--- src/rtl/fifo_pkg.sv ---
// Shared FIFO pointer helpers, used by both the read and write sides of the async FIFO.
// The Gray/binary conversions work on a zero-extended word, so they suit any pointer width up to FIFO_MAX_W.
package fifo_pkg;

  localparam int FIFO_MAX_W = 32;

  typedef logic [FIFO_MAX_W-1:0] ptr_word_t;

  function automatic ptr_word_t bin2gray(input ptr_word_t b);
    return (b >> 1) ^ b;
  endfunction

  // Zero upper bits leave the lower bits unaffected, so one fixed-width loop serves every pointer width.
  function automatic ptr_word_t gray2bin(input ptr_word_t g);
    ptr_word_t b;
    b[FIFO_MAX_W-1] = g[FIFO_MAX_W-1];
    for (int i = FIFO_MAX_W - 2; i >= 0; i--) begin
      b[i] = b[i+1] ^ g[i];
    end
    return b;
  endfunction

endpackage

--- src/rtl/rd_empty_ctrl_gray2bin.sv ---
// Combinational Gray-to-binary converter for a WIDTH-bit pointer.
module gray2bin #(
  parameter int WIDTH = 9
) (
  input  logic [WIDTH-1:0] gray,
  output logic [WIDTH-1:0] bin
);

  fifo_pkg::ptr_word_t bin_wide;

  assign bin_wide = fifo_pkg::gray2bin(fifo_pkg::ptr_word_t'(gray));
  assign bin      = bin_wide[WIDTH-1:0];

endmodule

--- src/rtl/rd_empty_ctrl.sv ---
// Read-side pointer and empty/level flag control for an async FIFO.
// The flags are computed from the next pointer, so a read that drains the FIFO raises empty on the same edge.
module rd_empty_ctrl
  import fifo_pkg::*;
#(
  parameter int ADDR_WIDTH    = 8,
  parameter int AEMPTY_THRESH = 4
) (
  input  logic                  rd_clk,
  input  logic                  rd_rstn,
  input  logic                  rd_en,
  input  logic [ADDR_WIDTH:0]   syn_wr_ptr,
  output logic [ADDR_WIDTH:0]   rd_ptr,
  output logic [ADDR_WIDTH-1:0] rd_addr,
  output logic                  rd_empty,
  output logic                  rd_almost_empty,
  output logic [ADDR_WIDTH:0]   rd_level,
  output logic                  rd_underflow
);

  localparam int PTR_W = ADDR_WIDTH + 1;

  logic [PTR_W-1:0] rd_ptr_bin;
  logic [PTR_W-1:0] rd_ptr_bin_next;
  logic [PTR_W-1:0] rd_gray_next;
  logic [PTR_W-1:0] wr_bin_s;
  logic [PTR_W-1:0] level_next;
  logic             rd_inc;
  ptr_word_t        gray_wide;

  gray2bin #(.WIDTH(PTR_W)) u_wr_g2b (
    .gray (syn_wr_ptr),
    .bin  (wr_bin_s)
  );

  // A read against an empty FIFO is dropped, not queued; the caller must retry.
  assign rd_inc          = rd_en & ~rd_empty;
  assign rd_ptr_bin_next = rd_ptr_bin + PTR_W'(rd_inc);
  assign gray_wide       = bin2gray(ptr_word_t'(rd_ptr_bin_next));
  assign rd_gray_next    = gray_wide[PTR_W-1:0];

  // The extra MSB keeps the difference correct across wrap: 0..2^ADDR_WIDTH.
  assign level_next = wr_bin_s - rd_ptr_bin_next;

  assign rd_addr = rd_ptr_bin[ADDR_WIDTH-1:0];

  always_ff @(posedge rd_clk) begin
    if (!rd_rstn) begin
      rd_ptr_bin      <= '0;
      rd_ptr          <= '0;
      rd_empty        <= 1'b1;
      rd_almost_empty <= 1'b1;
      rd_level        <= '0;
      rd_underflow    <= 1'b0;
    end else begin
      rd_ptr_bin      <= rd_ptr_bin_next;
      rd_ptr          <= rd_gray_next;
      rd_empty        <= (rd_gray_next == syn_wr_ptr);
      rd_almost_empty <= (level_next <= PTR_W'(AEMPTY_THRESH));
      rd_level        <= level_next;
      rd_underflow    <= rd_en & rd_empty;
    end
  end

endmodule

--- config.mk ---
export PLATFORM = sky130hd
export DESIGN_NAME = rd_empty_ctrl
export DESIGN_NICKNAME = d
export VERILOG_FILES = /design/src/rtl/fifo_pkg.sv /design/src/rtl/rd_empty_ctrl_gray2bin.sv /design/src/rtl/rd_empty_ctrl.sv
export SDC_FILE = /design/constraint.sdc
export NUM_CORES = 1
export LEC_CHECK = 0
export CORE_ASPECT_RATIO = 0.6
export CORE_UTILIZATION = 40
export CTS_BUF_LIST = sky130_fd_sc_hd__clkbuf_2
export CTS_CLUSTER_DIAMETER = 80
export CTS_CLUSTER_SIZE = 20
export DETAILED_ROUTE_END_ITERATION = 7
export PLACE_DENSITY_LB_ADDON = 0.08
export RECOVER_POWER = 100
export SYNTH_ARGS = -nofsm -noshare
export SYNTH_HDL_FRONTEND = slang
export SYNTH_SLANG_ARGS = --single-unit
--- constraint.sdc ---
create_clock -name rd_clk -period 4.3 [get_ports rd_clk]
set_clock_uncertainty 0.05 [all_clocks]
set_input_delay 0.43 -clock rd_clk [delete_from_list [all_inputs] [get_ports rd_clk]]
set_output_delay 0.43 -clock rd_clk [all_outputs]
set_load 0.02 [all_outputs]
# Word level (Yosys, flattened, before mapping)
# Index checks and enable logic that the tools add are counted.
[op_classes]
eq_ne = 1
order_cmp = 1
n_bitwise = 12
n_addsub = 2
[ops]
columns = ["cell", "count"]
rows = [
  ["9-bit by 1-bit adder with 9-bit output", 1],
  ["9-bit == test", 1],
  ["9-bit by 3-bit less-or-equal comparator with 1-bit output (second input constant)", 1],
  ["9-bit subtractor", 1],
  ["8-bit by 9-bit bitwise XOR with 9-bit output", 1],
  ["1-bit bitwise XOR", 8],
  ["1-bit AND", 2],
  ["1-bit inverter", 1],
]
[word_totals]
reg_bits = 30

# Longest topological paths before layout
[logic_depth]
ltp_word = 10
depth_mapped = 17

# Cells and area by module
# From an unflattened synthesis, not the netlist that was laid out.
[unflattened]
cells_unflattened = 183
hier_area_um2 = 1801.7
[by_module_without_submodules]
columns = ["module", "seq_area_each_um2", "cells_each", "area_each_um2", "n_inst"]
rows = [
  ["rd_empty_ctrl", 580.6, 168, 1645.3, 1],
  ["gray2bin", 0.0, 15, 156.4, 1],
]

# Least setup slack after synthesis
# OpenSTA, ideal clock, no wires.
[synth_path]
path_type = "input to register"
startpoint = "in syn_wr_ptr[8]"
endpoint = "reg rd_almost_empty"
stages = 17
n_path_buf = 0
setup_ps = 92
required_time_ps = 4158
arrival_time_ps = 3663
path_slack_ps = 495
path_cell_list = "xor2_2 -> xor2_2 -> xnor2_2 -> xor2_2 -> xor2_2 -> xnor3_2 -> xnor2_1 -> ha_1 -> inv_1 -> fa_1 -> a21o_1 -> a21oi_1 -> nor2b_1 -> o22ai_1 -> xnor2_1 -> o41a_1 -> nor4_1"
[synth_between]
elab_chain_cells = 10
[synth_lines]
columns = ["item", "line", "text"]
rows = [
  ["start, declared", "rd_empty_ctrl.sv:12", "input logic [ADDR_WIDTH:0] syn_wr_ptr,"],
  ["1-bit bitwise XOR (8 in series)", "fifo_pkg.sv:18", "b[i] = b[i+1] ^ g[i];"],
  ["9-bit subtractor *", "rd_empty_ctrl.sv:43", "assign level_next = wr_bin_s - rd_ptr_bin_next;"],
  ["9-bit by 3-bit less-or-equal comparator with 1-bit output *", "rd_empty_ctrl.sv:59", "rd_almost_empty <= (level_next <= PTR_W'(AEMPTY_THRESH));"],
  ["end signal, assigned", "rd_empty_ctrl.sv:59", ""],
  ["end, declared", "rd_empty_ctrl.sv:16", "output logic rd_almost_empty,"],
]
# Every way passes the cells marked *; elsewhere a longest branch is shown, timed or not.
# A chain may end at the register's enable or synchronous reset.

# Worst setup path in the final report
[layout_path]
startpoint = "in syn_wr_ptr[7]"
endpoint = "reg rd_almost_empty"
[layout_between]
elab_chain_cells = 10
[layout_lines]
columns = ["item", "line"]
rows = [
  ["1-bit bitwise XOR *", "fifo_pkg.sv:18"],
  ["1-bit bitwise XOR (7 in series)", "fifo_pkg.sv:18"],
  ["9-bit subtractor *", "rd_empty_ctrl.sv:43"],
  ["9-bit by 3-bit less-or-equal comparator with 1-bit output *", "rd_empty_ctrl.sv:59"],
]
# Marked as above.

==> results.yml <==
pwr:
  p_leak_nw: 0.925
  cellPowerDensity_nw_per_um2: 375
  pwr-share-comb_pct: 45.5
  power_switching_uw: 301
  power.share.sequential_pct: 37.5
  vdd.ir_drop.worst_uv: 260
  switching_share_pct: 36.6
  power_frac_clock_pct: 16.9
  power_report.internal_total_uw: 521
outcome:
  violated_checks: "design-rule violations"
  run_status: "finished with violations"
cells_and_area:
  nFillCells: 351
  num-nets-final: 247
  antennaDiodeCount: 0
  postLayoutCellArea_um2: 2190
  flow.area_growth_from_synthesis_pct: 36.4
  drive_above_1_share_pct: 11.6
yosys:
  synth_area_leader_cell: "sky130_fd_sc_hd__dfxtp_1"
  mappedNetlistNets: 191
  ys_async_sr_fraction_pct: 0
  syn-cell-area_um2: 1610
  synth_top_cell_area_share_pct: 36.1
  seq_area_frac_synth_pct: 36.1
  synth_ff_type: "sky130_fd_sc_hd__dfxtp_1"
  postSynthAreaPerCell_um2: 9.56
  netlist-cell-type-count: 33
  synth.yosys.warnings: 0
  synthesis.instances: 168
  synth_edf_count: 0
  synthTopCellsByCount: "29 x sky130_fd_sc_hd__dfxtp_1, 17 x sky130_fd_sc_hd__xor2_1, 16 x sky130_fd_sc_hd__and2_1, 15 x sky130_fd_sc_hd__xnor2_1, 12 x sky130_fd_sc_hd__nor2b_1"
  synth.top_cells.by_area: "sky130_fd_sc_hd__dfxtp_1 36%, sky130_fd_sc_hd__xor2_1 9.3%, sky130_fd_sc_hd__xnor2_1 8.2%"
  ys_ff_latch: 29
  synth.most_common_cell: "sky130_fd_sc_hd__dfxtp_1"
placed_design:
  gp_congestion: 0.793
  post-dp-hpwl_um: 2610
  place_ws_ps: -161
  placement.cell_area_um2: 2150
  io_buffers: 40
clock_tree:
  cts.htree.levels: 2
  tritoncts.num_buffers: 5
  path_clk_slew_ps: 180
  clk-insertion-delay-late_ps: 360
  cts_tree: "built"
  cts.sinks: 29
  hold_buffers: 0
  cts_max_path_buffers: 2
  clock_tree.root_cell: "sky130_fd_sc_hd__clkbuf_2"
route:
  routedWlPerCell_um: 12.7
  drc: 6
  postRouteWirelength_um: 3450
  final_antenna_net_count: 0
  drt_pass1_iterations: 6
  drt_iter0_drc: 45
  via_per_inst: 4.69
  vias: 1276
setup_path:
  arrival_ps: 4280
  rr_startpoint: "rd_empty"
  crit_path_start_kind: "primary input"
  cp_common_cell: "sky130_fd_sc_hd__xor2_2"
  critical_path_cell_count: 18
  cp_num_buf_inv: 2
  crit_chain: "clkdlybuf4s50_1, xor2_2, xor2_2, xnor2_2, xor2_2, xor2_2, xnor3_2, xnor2_1, ha_1, inv_1, fa_1, a21o_1, a21oi_2, nor2b_1, o22ai_2, xnor2_1, o41a_1, nor4_2"
  required_ps: 4530
  r2r_setup_slack_ps: 1230
  worst_setup_path_endpoint: "rd_almost_empty"
  r2r_end: "rd_almost_empty"
  timing.critical_path.fanout_max: 2
  timing.critical_path.slowest_stage_cell: "sky130_fd_sc_hd__clkdlybuf4s50_1"
  worstSetupStartpoint: "syn_wr_ptr[7]"
  family_of_cells_with_the_greatest_summed_delay_on_the_critical_path: "XOR/XNOR gates"
  worst_path_largest_cell_delay_ps: 530
  rr_worst_depth: 13
  cp-end-kind: "register"
  type_of_the_worst_setup_path: "in2reg"
sta:
  setup_ws_ps: 252
  final.period_utilization_pct: 94.1
  final-hold-violation-count: 0
  worst_pin_slew_ps: 805
  relSlewSlack_pct: 46.1
  achievable-frequency_ghz: 0.247
  fin_worst_hold_slack_ps: 469
  timing_max_transition_violations_final: 0
  count_of_endpoints_failing_setup_in_the_final_report: 0
  final.min_clock_period_ps: 4050
floorplan:
  fp.coreArea_um2: 3760
  die_height_um: 51.1
  floorplan.rows: 17
  floorplan.io_pins: 41
  chip_width_um: 83.8
  die_area_um2: 4280
  initial_core_utilization_pct: 42.7
global_route:
  globalRoute.totalOverflow: 0
  number_of_global_route_vias_before_repair: 1230
  grt_pass1_wl_um: 5750
  grt_use_total_pct: 17.8
  grt_max_degree: 30
  grt_antenna_before_repair: 0
hold_path:
  min_path_type: "reg2reg"
job:
  maxCapViolations: 0
## routing by layer
layer	wire length (um)	up-vias	track usage [%]
li1	-	661	-
met4	24	0	6.90
met5	0	-	0
met1	1730	584	22.8
met3	156	5	5.17
met2	1540	26	28.8
## placed cells by master, fill, tap and decap left out, types with 2 or more instances in the layout
cell type,netlist,final
sky130_fd_sc_hd__dlygate4sd3_1,0,31
sky130_fd_sc_hd__dfxtp_1,29,29
sky130_fd_sc_hd__xor2_1,17,17
sky130_fd_sc_hd__xnor2_1,15,15
sky130_fd_sc_hd__nor2b_1,12,12
sky130_fd_sc_hd__nor2_1,11,11
sky130_fd_sc_hd__and2_1,16,10
sky130_fd_sc_hd__ha_1,10,10
sky130_fd_sc_hd__clkdlybuf4s50_1,0,9
sky130_fd_sc_hd__inv_1,7,7
sky130_fd_sc_hd__buf_4,0,7
sky130_fd_sc_hd__and2_0,0,6
sky130_fd_sc_hd__clkbuf_1,4,6
sky130_fd_sc_hd__o21ai_0,5,5
sky130_fd_sc_hd__a21oi_1,6,5
sky130_fd_sc_hd__clkbuf_2,0,5
sky130_fd_sc_hd__xor2_2,4,4
sky130_fd_sc_hd__nand2_1,4,4
sky130_fd_sc_hd__nor3_1,4,4
sky130_fd_sc_hd__nand3_1,3,3
sky130_fd_sc_hd__and3_1,3,3
sky130_fd_sc_hd__a21boi_0,2,2
sky130_fd_sc_hd__clkinv_2,0,2
## area by class of cell
type	count	area, um^2	area share [%]
Inverter	7	26.3	1.20
Timing Repair Buffer	53	475	21.7
Sequential cell	29	581	26.5
Clock buffer	5	25.0	1.14
Clock inverter	3	17.5	0.799
Tap cell	47	58.8	2.68
Multi-Input combinational cell	128	1010	46.0
## repair_timing
item,CTS,global route
endpoints found under the setup margin,0,1
buffers inserted,0,0
resized for setup,0,4
## registers in the layout, summed over array words and instances (netlist names)
name and cells:
rd_almost_empty 1, rd_ptr 9, rd_underflow 1, rd_ptr_bin 8
rd_empty 1, rd_level 9
## power groups by stage
stage / clock network [mW] / registers (mW) / logic [mW]
after floorplan: 0 / 0.358 / 0.194
after global placement: 0 / 0.315 / 0.370
after detailed placement: 0 / 0.316 / 0.376
after CTS: 0.146 / 0.311 / 0.379
after global routing: 0.161 / 0.312 / 0.411
final: 0.139 / 0.309 / 0.375
## stage by stage
stage | utilization (%) | setup TNS, ps | power, mW | cells
finish | 58.2 | 0 | 0.823 | 272
global route | 58.2 | -14.5 | 0.884 | 272
CTS | 58.2 | 0 | 0.836 | 272
detailed placement | 57.1 | -238 | 0.692 | 264
global placement | 57.1 | -55.9 | 0.685 | 264
floorplan | - | 0 | 0.552 | 168
## logic make-up after synthesis
group | share of synthesized area [%]
simple gates | 19.9
xor+xnor | 24.0
flops | 36.1
compound gates | 8.41
buf+inv | 2.57
fa+ha+maj | 9.03
## worst min path at each step
stage / slack, ps / cells past startpoint / to / startpoint
detailed placement: 450 / 1 / rd_underflow / rd_empty
global route: 490 / 1 / rd_underflow / rd_empty
floorplan: 520 / 1 / rd_underflow / rd_empty
CTS: 470 / 1 / rd_underflow / rd_empty
global placement: 450 / 1 / rd_underflow / rd_empty
finish: 470 / 1 / rd_underflow / rd_empty
Note: power is estimated with default switching activity, not from simulation.
